[config.mk]
export PLATFORM = sky130hd
export DESIGN_NAME = ps2_scancode_rx
export DESIGN_NICKNAME = d
export VERILOG_FILES = /design/src/rtl/ps2_scancode_rx_pkg.sv /design/src/rtl/ps2_scancode_rx_line_filter.sv /design/src/rtl/ps2_scancode_rx.sv
export SDC_FILE = /design/constraint.sdc
export NUM_CORES = 1
export LEC_CHECK = 0
export ABC_AREA = 0
export CORE_MARGIN = 2
export CORE_UTILIZATION = 52
export DETAILED_ROUTE_END_ITERATION = 8
export PLACE_DENSITY = 0.75
export SYNTH_ARGS = -nofsm -noshare
export SYNTH_HDL_FRONTEND = slang
export SYNTH_SLANG_ARGS = --single-unit
[constraint.sdc]
create_clock -name clk -period 1.8 [get_ports clk]
set_input_delay 0.18 -clock clk [delete_from_list [all_inputs] [get_ports clk]]
set_output_delay 0.18 -clock clk [all_outputs]
set_load 0.05 [all_outputs]
[src/rtl/ps2_scancode_rx_pkg.sv]
// Shared constants for the PS/2 scan-code receiver: prefix bytes, FSM encodings
// and the frame validity check.
package ps2_scancode_rx_pkg;

  localparam logic [7:0] PS2_PREFIX_EXT = 8'hE0;
  localparam logic [7:0] PS2_PREFIX_BRK = 8'hF0;

  localparam logic [1:0] ST_IDLE   = 2'd0;
  localparam logic [1:0] ST_DATA   = 2'd1;
  localparam logic [1:0] ST_PARITY = 2'd2;
  localparam logic [1:0] ST_STOP   = 2'd3;

  // Odd parity over data+parity and a high stop bit.
  function automatic logic frame_ok(input logic [7:0] data, input logic par,
                                    input logic stop);
    return (^{data, par}) & stop;
  endfunction

endpackage

[src/rtl/ps2_scancode_rx_line_filter.sv]
// Two-flop synchroniser followed by a stability filter for one PS/2 line.
// The filtered output only follows the input after FILTER_LEN stable cycles.
module ps2_line_filter #(
  parameter int FILTER_LEN = 8
) (
  input  logic clk,
  input  logic rst,
  input  logic line_in,
  output logic line_out
);

  localparam int CW = $clog2(FILTER_LEN + 1);
  localparam logic [CW-1:0] CNT_MAX = CW'(FILTER_LEN - 1);

  logic          sync1_q, sync1_d;
  logic          sync2_q, sync2_d;
  logic          filt_q, filt_d;
  logic [CW-1:0] cnt_q, cnt_d;

  always_comb begin
    sync1_d = line_in;
    sync2_d = sync1_q;
    filt_d  = filt_q;
    cnt_d   = '0;
    if (sync2_q != filt_q) begin
      if (cnt_q == CNT_MAX) begin
        filt_d = sync2_q;
      end else begin
        cnt_d = cnt_q + CW'(1);
      end
    end
  end

  // Idle-high bus: all line state resets to 1.
  always_ff @(posedge clk or negedge rst) begin
    if (!rst) begin
      sync1_q <= 1'b1;
      sync2_q <= 1'b1;
      filt_q  <= 1'b1;
      cnt_q   <= '0;
    end else begin
      sync1_q <= sync1_d;
      sync2_q <= sync2_d;
      filt_q  <= filt_d;
      cnt_q   <= cnt_d;
    end
  end

  assign line_out = filt_q;

endmodule

[src/rtl/ps2_scancode_rx.sv]
// PS/2 keyboard receiver: frame decode, E0/F0 prefix folding and held-key
// tracking for the pitch-select logic.
module ps2_scancode_rx
  import ps2_scancode_rx_pkg::*;
#(
  parameter int FILTER_LEN  = 8,
  parameter int TIMEOUT_CYC = 10000
) (
  input  logic       clk,
  input  logic       rst,
  input  logic       ps2clk,
  input  logic       ps2data,
  output logic [7:0] key_code,
  output logic       key_valid,
  output logic       key_break,
  output logic       key_ext,
  output logic       frame_err,
  output logic [7:0] keyout
);

  localparam int TW = $clog2(TIMEOUT_CYC + 1);
  localparam logic [TW-1:0] TO_LAST = TW'(TIMEOUT_CYC - 1);

  logic clk_f, data_f;
  logic fall;

  logic          clk_prev_q, clk_prev_d;
  logic [1:0]    state_q, state_d;
  logic [2:0]    bitcnt_q, bitcnt_d;
  logic [7:0]    shift_q, shift_d;
  logic          par_q, par_d;
  logic [TW-1:0] to_cnt_q, to_cnt_d;
  logic          ext_pend_q, ext_pend_d;
  logic          brk_pend_q, brk_pend_d;
  logic [7:0]    key_code_q, key_code_d;
  logic          key_valid_q, key_valid_d;
  logic          key_break_q, key_break_d;
  logic          key_ext_q, key_ext_d;
  logic          frame_err_q, frame_err_d;
  logic [7:0]    keyout_q, keyout_d;

  ps2_line_filter #(.FILTER_LEN(FILTER_LEN)) u_clk_filt (
    .clk(clk), .rst(rst), .line_in(ps2clk), .line_out(clk_f)
  );

  ps2_line_filter #(.FILTER_LEN(FILTER_LEN)) u_data_filt (
    .clk(clk), .rst(rst), .line_in(ps2data), .line_out(data_f)
  );

  assign fall = clk_prev_q & ~clk_f;

  always_comb begin
    clk_prev_d  = clk_f;
    state_d     = state_q;
    bitcnt_d    = bitcnt_q;
    shift_d     = shift_q;
    par_d       = par_q;
    to_cnt_d    = '0;
    ext_pend_d  = ext_pend_q;
    brk_pend_d  = brk_pend_q;
    key_code_d  = key_code_q;
    key_valid_d = 1'b0;
    key_break_d = key_break_q;
    key_ext_d   = key_ext_q;
    frame_err_d = 1'b0;
    keyout_d    = keyout_q;

    if (fall) begin
      case (state_q)
        ST_IDLE: begin
          bitcnt_d = 3'd0;
          if (!data_f) state_d = ST_DATA;
        end
        ST_DATA: begin
          shift_d  = {data_f, shift_q[7:1]};
          bitcnt_d = bitcnt_q + 3'd1;
          if (bitcnt_q == 3'd7) state_d = ST_PARITY;
        end
        ST_PARITY: begin
          par_d   = data_f;
          state_d = ST_STOP;
        end
        default: begin
          state_d = ST_IDLE;
          if (!frame_ok(shift_q, par_q, data_f)) begin
            frame_err_d = 1'b1;
            ext_pend_d  = 1'b0;
            brk_pend_d  = 1'b0;
          end else if (shift_q == PS2_PREFIX_EXT) begin
            ext_pend_d = 1'b1;
          end else if (shift_q == PS2_PREFIX_BRK) begin
            brk_pend_d = 1'b1;
          end else begin
            key_valid_d = 1'b1;
            key_code_d  = shift_q;
            key_break_d = brk_pend_q;
            key_ext_d   = ext_pend_q;
            ext_pend_d  = 1'b0;
            brk_pend_d  = 1'b0;
            // Only a release of the currently held key clears keyout.
            if (!brk_pend_q) begin
              keyout_d = shift_q;
            end else if (shift_q == keyout_q) begin
              keyout_d = 8'h00;
            end
          end
        end
      endcase
    end else if (state_q != ST_IDLE) begin
      if (to_cnt_q == TO_LAST) begin
        state_d     = ST_IDLE;
        bitcnt_d    = 3'd0;
        frame_err_d = 1'b1;
        ext_pend_d  = 1'b0;
        brk_pend_d  = 1'b0;
      end else begin
        to_cnt_d = to_cnt_q + TW'(1);
      end
    end
  end

  always_ff @(posedge clk or negedge rst) begin
    if (!rst) begin
      clk_prev_q  <= 1'b1;
      state_q     <= ST_IDLE;
      bitcnt_q    <= 3'd0;
      shift_q     <= 8'h00;
      par_q       <= 1'b0;
      to_cnt_q    <= '0;
      ext_pend_q  <= 1'b0;
      brk_pend_q  <= 1'b0;
      key_code_q  <= 8'h00;
      key_valid_q <= 1'b0;
      key_break_q <= 1'b0;
      key_ext_q   <= 1'b0;
      frame_err_q <= 1'b0;
      keyout_q    <= 8'h00;
    end else begin
      clk_prev_q  <= clk_prev_d;
      state_q     <= state_d;
      bitcnt_q    <= bitcnt_d;
      shift_q     <= shift_d;
      par_q       <= par_d;
      to_cnt_q    <= to_cnt_d;
      ext_pend_q  <= ext_pend_d;
      brk_pend_q  <= brk_pend_d;
      key_code_q  <= key_code_d;
      key_valid_q <= key_valid_d;
      key_break_q <= key_break_d;
      key_ext_q   <= key_ext_d;
      frame_err_q <= frame_err_d;
      keyout_q    <= keyout_d;
    end
  end

  assign key_code  = key_code_q;
  assign key_valid = key_valid_q;
  assign key_break = key_break_q;
  assign key_ext   = key_ext_q;
  assign frame_err = frame_err_q;
  assign keyout    = keyout_q;

endmodule
==> impl_metrics.csv <==
group,metric,value,unit
synthesis,synth_edf_count,0,
layout,multi_input_area,1490,um^2
placed_design,dpl_worst_slack,-0.296,ns
run_status,status,"finished, violations left",
clocking,cts_sinks,65,
routing,num_vias,2052,
synthesis,synth_nets,254,
clocking,clk_pin_slew_worst_paths,0.06,ns
pwr,pwr-share-seq,44.0,%
setup_path,r2r-start,"shift_q[1]$_DFFE_PN0P_",
routing,first_iter_violations,48,
hold_path,min_path_cells,1,
sta,min_period_over_period,109,%
sta,period_minus_slack,1.96,ns
sta,fmax,0.509,GHz
sta,setup_viol,34,
layout,final_util,72.5,%
pwr,finalPower,3920,uW
pwr,clockPowerShare,26.5,%
global_route,grt_usage,20.0,%
synthesis,synth-seq-cells,65,
sta,fin_ws,-0.164,ns
clocking,cts_made_buffers,9,
run_status,violations,"setup timing",
sta,rsz0062_at_grt,"true",
sta,slew_violations,0,
global_route,grt_start_max_net_pins,33,
hold_path,holdPathEnd,"u_data_filt.sync1_q$_DFF_PN1_",
die,io_pins,24,
die,die_w,80.0,um
layout,seq_area,1640,um^2
routing,drt_drc_violations_left,0,
routing,routed_wl,5730,um
routing,firstDrtPassIters,4,
pwr,power_switching,1210,uW
setup_path,worstSetupPathType,"reg -> reg",
routing,viasPerCell,5.30,
die,initial_core_util,54.2,%
clocking,tritoncts,"built",
sta,relSlewSlack,61.4,%
pwr,p_leak,0.00183,uW
global_route,grt_pass1_wl,9540,um
clocking,insertion_delay,0.33,ns
global_route,grt_pass1_vias,2073,
clocking,clockBufferDepth,2,
synthesis,async_flop_share,100,%
layout,syn2layout_area_growth,33.6,%
sta,fin_skew,0.0113,ns
run,drv_cap,0,
setup_path,crit_arrival,2.17,ns
layout,antennaDiodeCount,0,
setup_path,r2r_cells,5,
pwr,power_frac_comb,29.5,%
sta,holdWs,0.256,ns
die,die_y,80.0,um
placed_design,gp_congestion,0.820,
sta,worstMarginPinSlew,0.573,ns
setup_path,cp_data_required_time,2.01,ns
routing,wire_per_inst,14.8,um
clocking,clockRootBuffer,"clkbuf_8",
layout,layout_common_cells,"dfrtp_1, buf_4, clkdlybuf4s50_1",
global_route,grt-ovfl-total,0,
routing,ant_nets,0,
pwr,switching_share,30.8,%
setup_path,r2r-end,"key_code[1]$_DFFE_PN0P_",
hold_path,hold_start,"ps2data",
synthesis,syn_area_per_cell,12.5,um^2
synthesis,netlist_instances,241,
placed_design,dpl.hpwl,3950,um
pwr,peakVddDrop,0.641,mV
layout,layout_commonest_cell,"dfrtp_1",
placed_design,portBuffers,23,
synthesis,seq_area_frac_synth,54.4,%
setup_path,cp_max_fo,8,
layout,layout.nets,323,
setup_path,end_kind,"flip-flop",
die,num_rows,27,
synthesis,synth_ff_type,"dfrtp_1",
die,core-area,5540,um^2
synthesis,synth_area,3010,um^2
die,die_area,6400,um^2
sta,timing.final.hold_violations,0,
clocking,h-tree-depth,3,
global_route,grt_antenna_before_repair,0,
setup_path,startpoint_type,"flip-flop",
synthesis,yosys.cell_types.count,48,
setup_path,regToRegSetupSlack,-0.16,ns
pwr,power.density,977,nW/um^2
synthesis,yosys_warnings,0,
pwr,p_int,2720,uW
layout,fillers,375,
hold_path,hold_class,"in -> reg",
layout,drive_gt1_share,38.1,%
[cell usage after synthesis, types with 2 or more instances]
cell type | count | area share [%]
xnor2_1 | 21 | 6.1
xnor3_1 | 2 | 1.5
inv_1 | 5 | 0.62
nor3_1 | 4 | 0.67
mux2_4 | 10 | 5.0
o21ai_0 | 4 | 0.67
a21oi_1 | 4 | 0.67
nand3_1 | 7 | 1.2
nand3b_1 | 3 | 0.75
ha_1 | 9 | 3.7
a21o_1 | 2 | 0.50
buf_6 | 2 | 0.75
nand4_1 | 3 | 0.62
nand2b_1 | 2 | 0.42
mux2_2 | 9 | 3.4
dfrtp_1 | 58 | 48
nor2_1 | 23 | 2.9
nand2_1 | 12 | 1.5
and3_1 | 3 | 0.62
o21ba_1 | 2 | 0.67
a22o_1 | 8 | 2.3
xor2_1 | 7 | 2.0
clkbuf_1 | 3 | 0.37
nor3b_1 | 2 | 0.50
nor2b_1 | 3 | 0.62
dfstp_2 | 7 | 6.1
a32o_1 | 2 | 0.67
buf_2 | 4 | 0.67
[sequential cells by signal, indices dropped and copies added (netlist names), 2 cells and up]
name / count
u_clk_filt.cnt_q: 4
state_q: 2
keyout: 8
to_cnt_q: 14
bitcnt_q: 3
u_data_filt.cnt_q: 4
shift_q: 8
key_code: 8
[critical path, cell delays in order, from the launching register on]
cell	delay, ns
dfrtp_2	0.44
xnor2_2	0.16
xnor3_2	0.48
mux2i_4	0.27
buf_6	0.20
mux2_4	0.31
[cell families (layout without fill, tap and decap cells)]
group / after synthesis / count (layout) / synth area share [%]
adders and majority gates: 9 / 9 / 3.75
and+or+nand+nor: 70 / 70 / 12.0
muxes: 21 / 21 / 9.16
DFF: 65 / 65 / 54.4
AOI/OAI and AO/OA: 29 / 29 / 7.45
buffers and inverters: 16 / 90 / 2.79
xor gates and xnor gates: 31 / 31 / 10.4
[through the flow]
| stage | instance area, um^2 | std cells | TNS (ns) |
|---|---|---|---|
| 3_5_place_dp | 3590 | 367 | -4.95 |
| 3_3_place_gp | 3590 | 367 | -4.05 |
| 5_1_grt | 4020 | 387 | -5.52 |
| 2_1_floorplan | 3030 | 241 | -2.49 |
| 4_1_cts | 3860 | 387 | -2.65 |
| 6_report | 4020 | 387 | -3.20 |
[worst max-delay path by stage]
stage | endpoint | cells past startpoint | start
floorplan | key_break$_DFFE_PN0P_ | 6 | shift_q[1]$_DFFE_PN0P_
global placement | keyout[6]$_DFFE_PN0P_ | 7 | shift_q[6]$_DFFE_PN0P_
detailed placement | keyout[7]$_DFFE_PN0P_ | 7 | shift_q[6]$_DFFE_PN0P_
CTS | keyout[7]$_DFFE_PN0P_ | 7 | shift_q[0]$_DFFE_PN0P_
global route | key_code[3]$_DFFE_PN0P_ | 5 | shift_q[1]$_DFFE_PN0P_
finish | key_code[1]$_DFFE_PN0P_ | 5 | shift_q[1]$_DFFE_PN0P_
[layout make-up]
cell class	instances	share of cell area, %
well taps	72	2.24
inverters	6	0.686
clock buffers	16	3.99
multi-input cells	160	37.1
repair buffers	68	15.2
flip-flops and latches	65	40.8
[power groups by stage]
stage	logic (uW)	clock network [uW]	registers, uW
final	1160	1040	1730
after global routing	1270	1140	1750
after CTS	932	1060	1730
after detailed placement	869	0	1750
after global placement	844	0	1740
after floorplan	520	0	1750
[what timing repair did]
| action | in CTS | in global routing |
|---|---|---|
| setup endpoints to repair | 25 | 47 |
| resized for setup | 15 | 42 |
| hold buffers | 1 | 0 |
| cloned | 0 | 0 |
| endpoints found under the hold margin | 15 | 0 |
| pin swaps | 11 | 21 |
| setup buffers | 3 | 0 |
[layer usage]
| layer | vias to the layer above | track usage [%] | share of wire [%] |
|---|---|---|---|
| met3 | 8 | 5.09 | 4.2 |
| met5 | - | 0 | 0 |
| met4 | 0 | 8.14 | 1.6 |
| li1 | 973 | - | - |
| met1 | 1023 | 25.7 | 45 |
| met2 | 48 | 32.2 | 50 |
No activity file was read; power rests on OpenSTA's default activity.
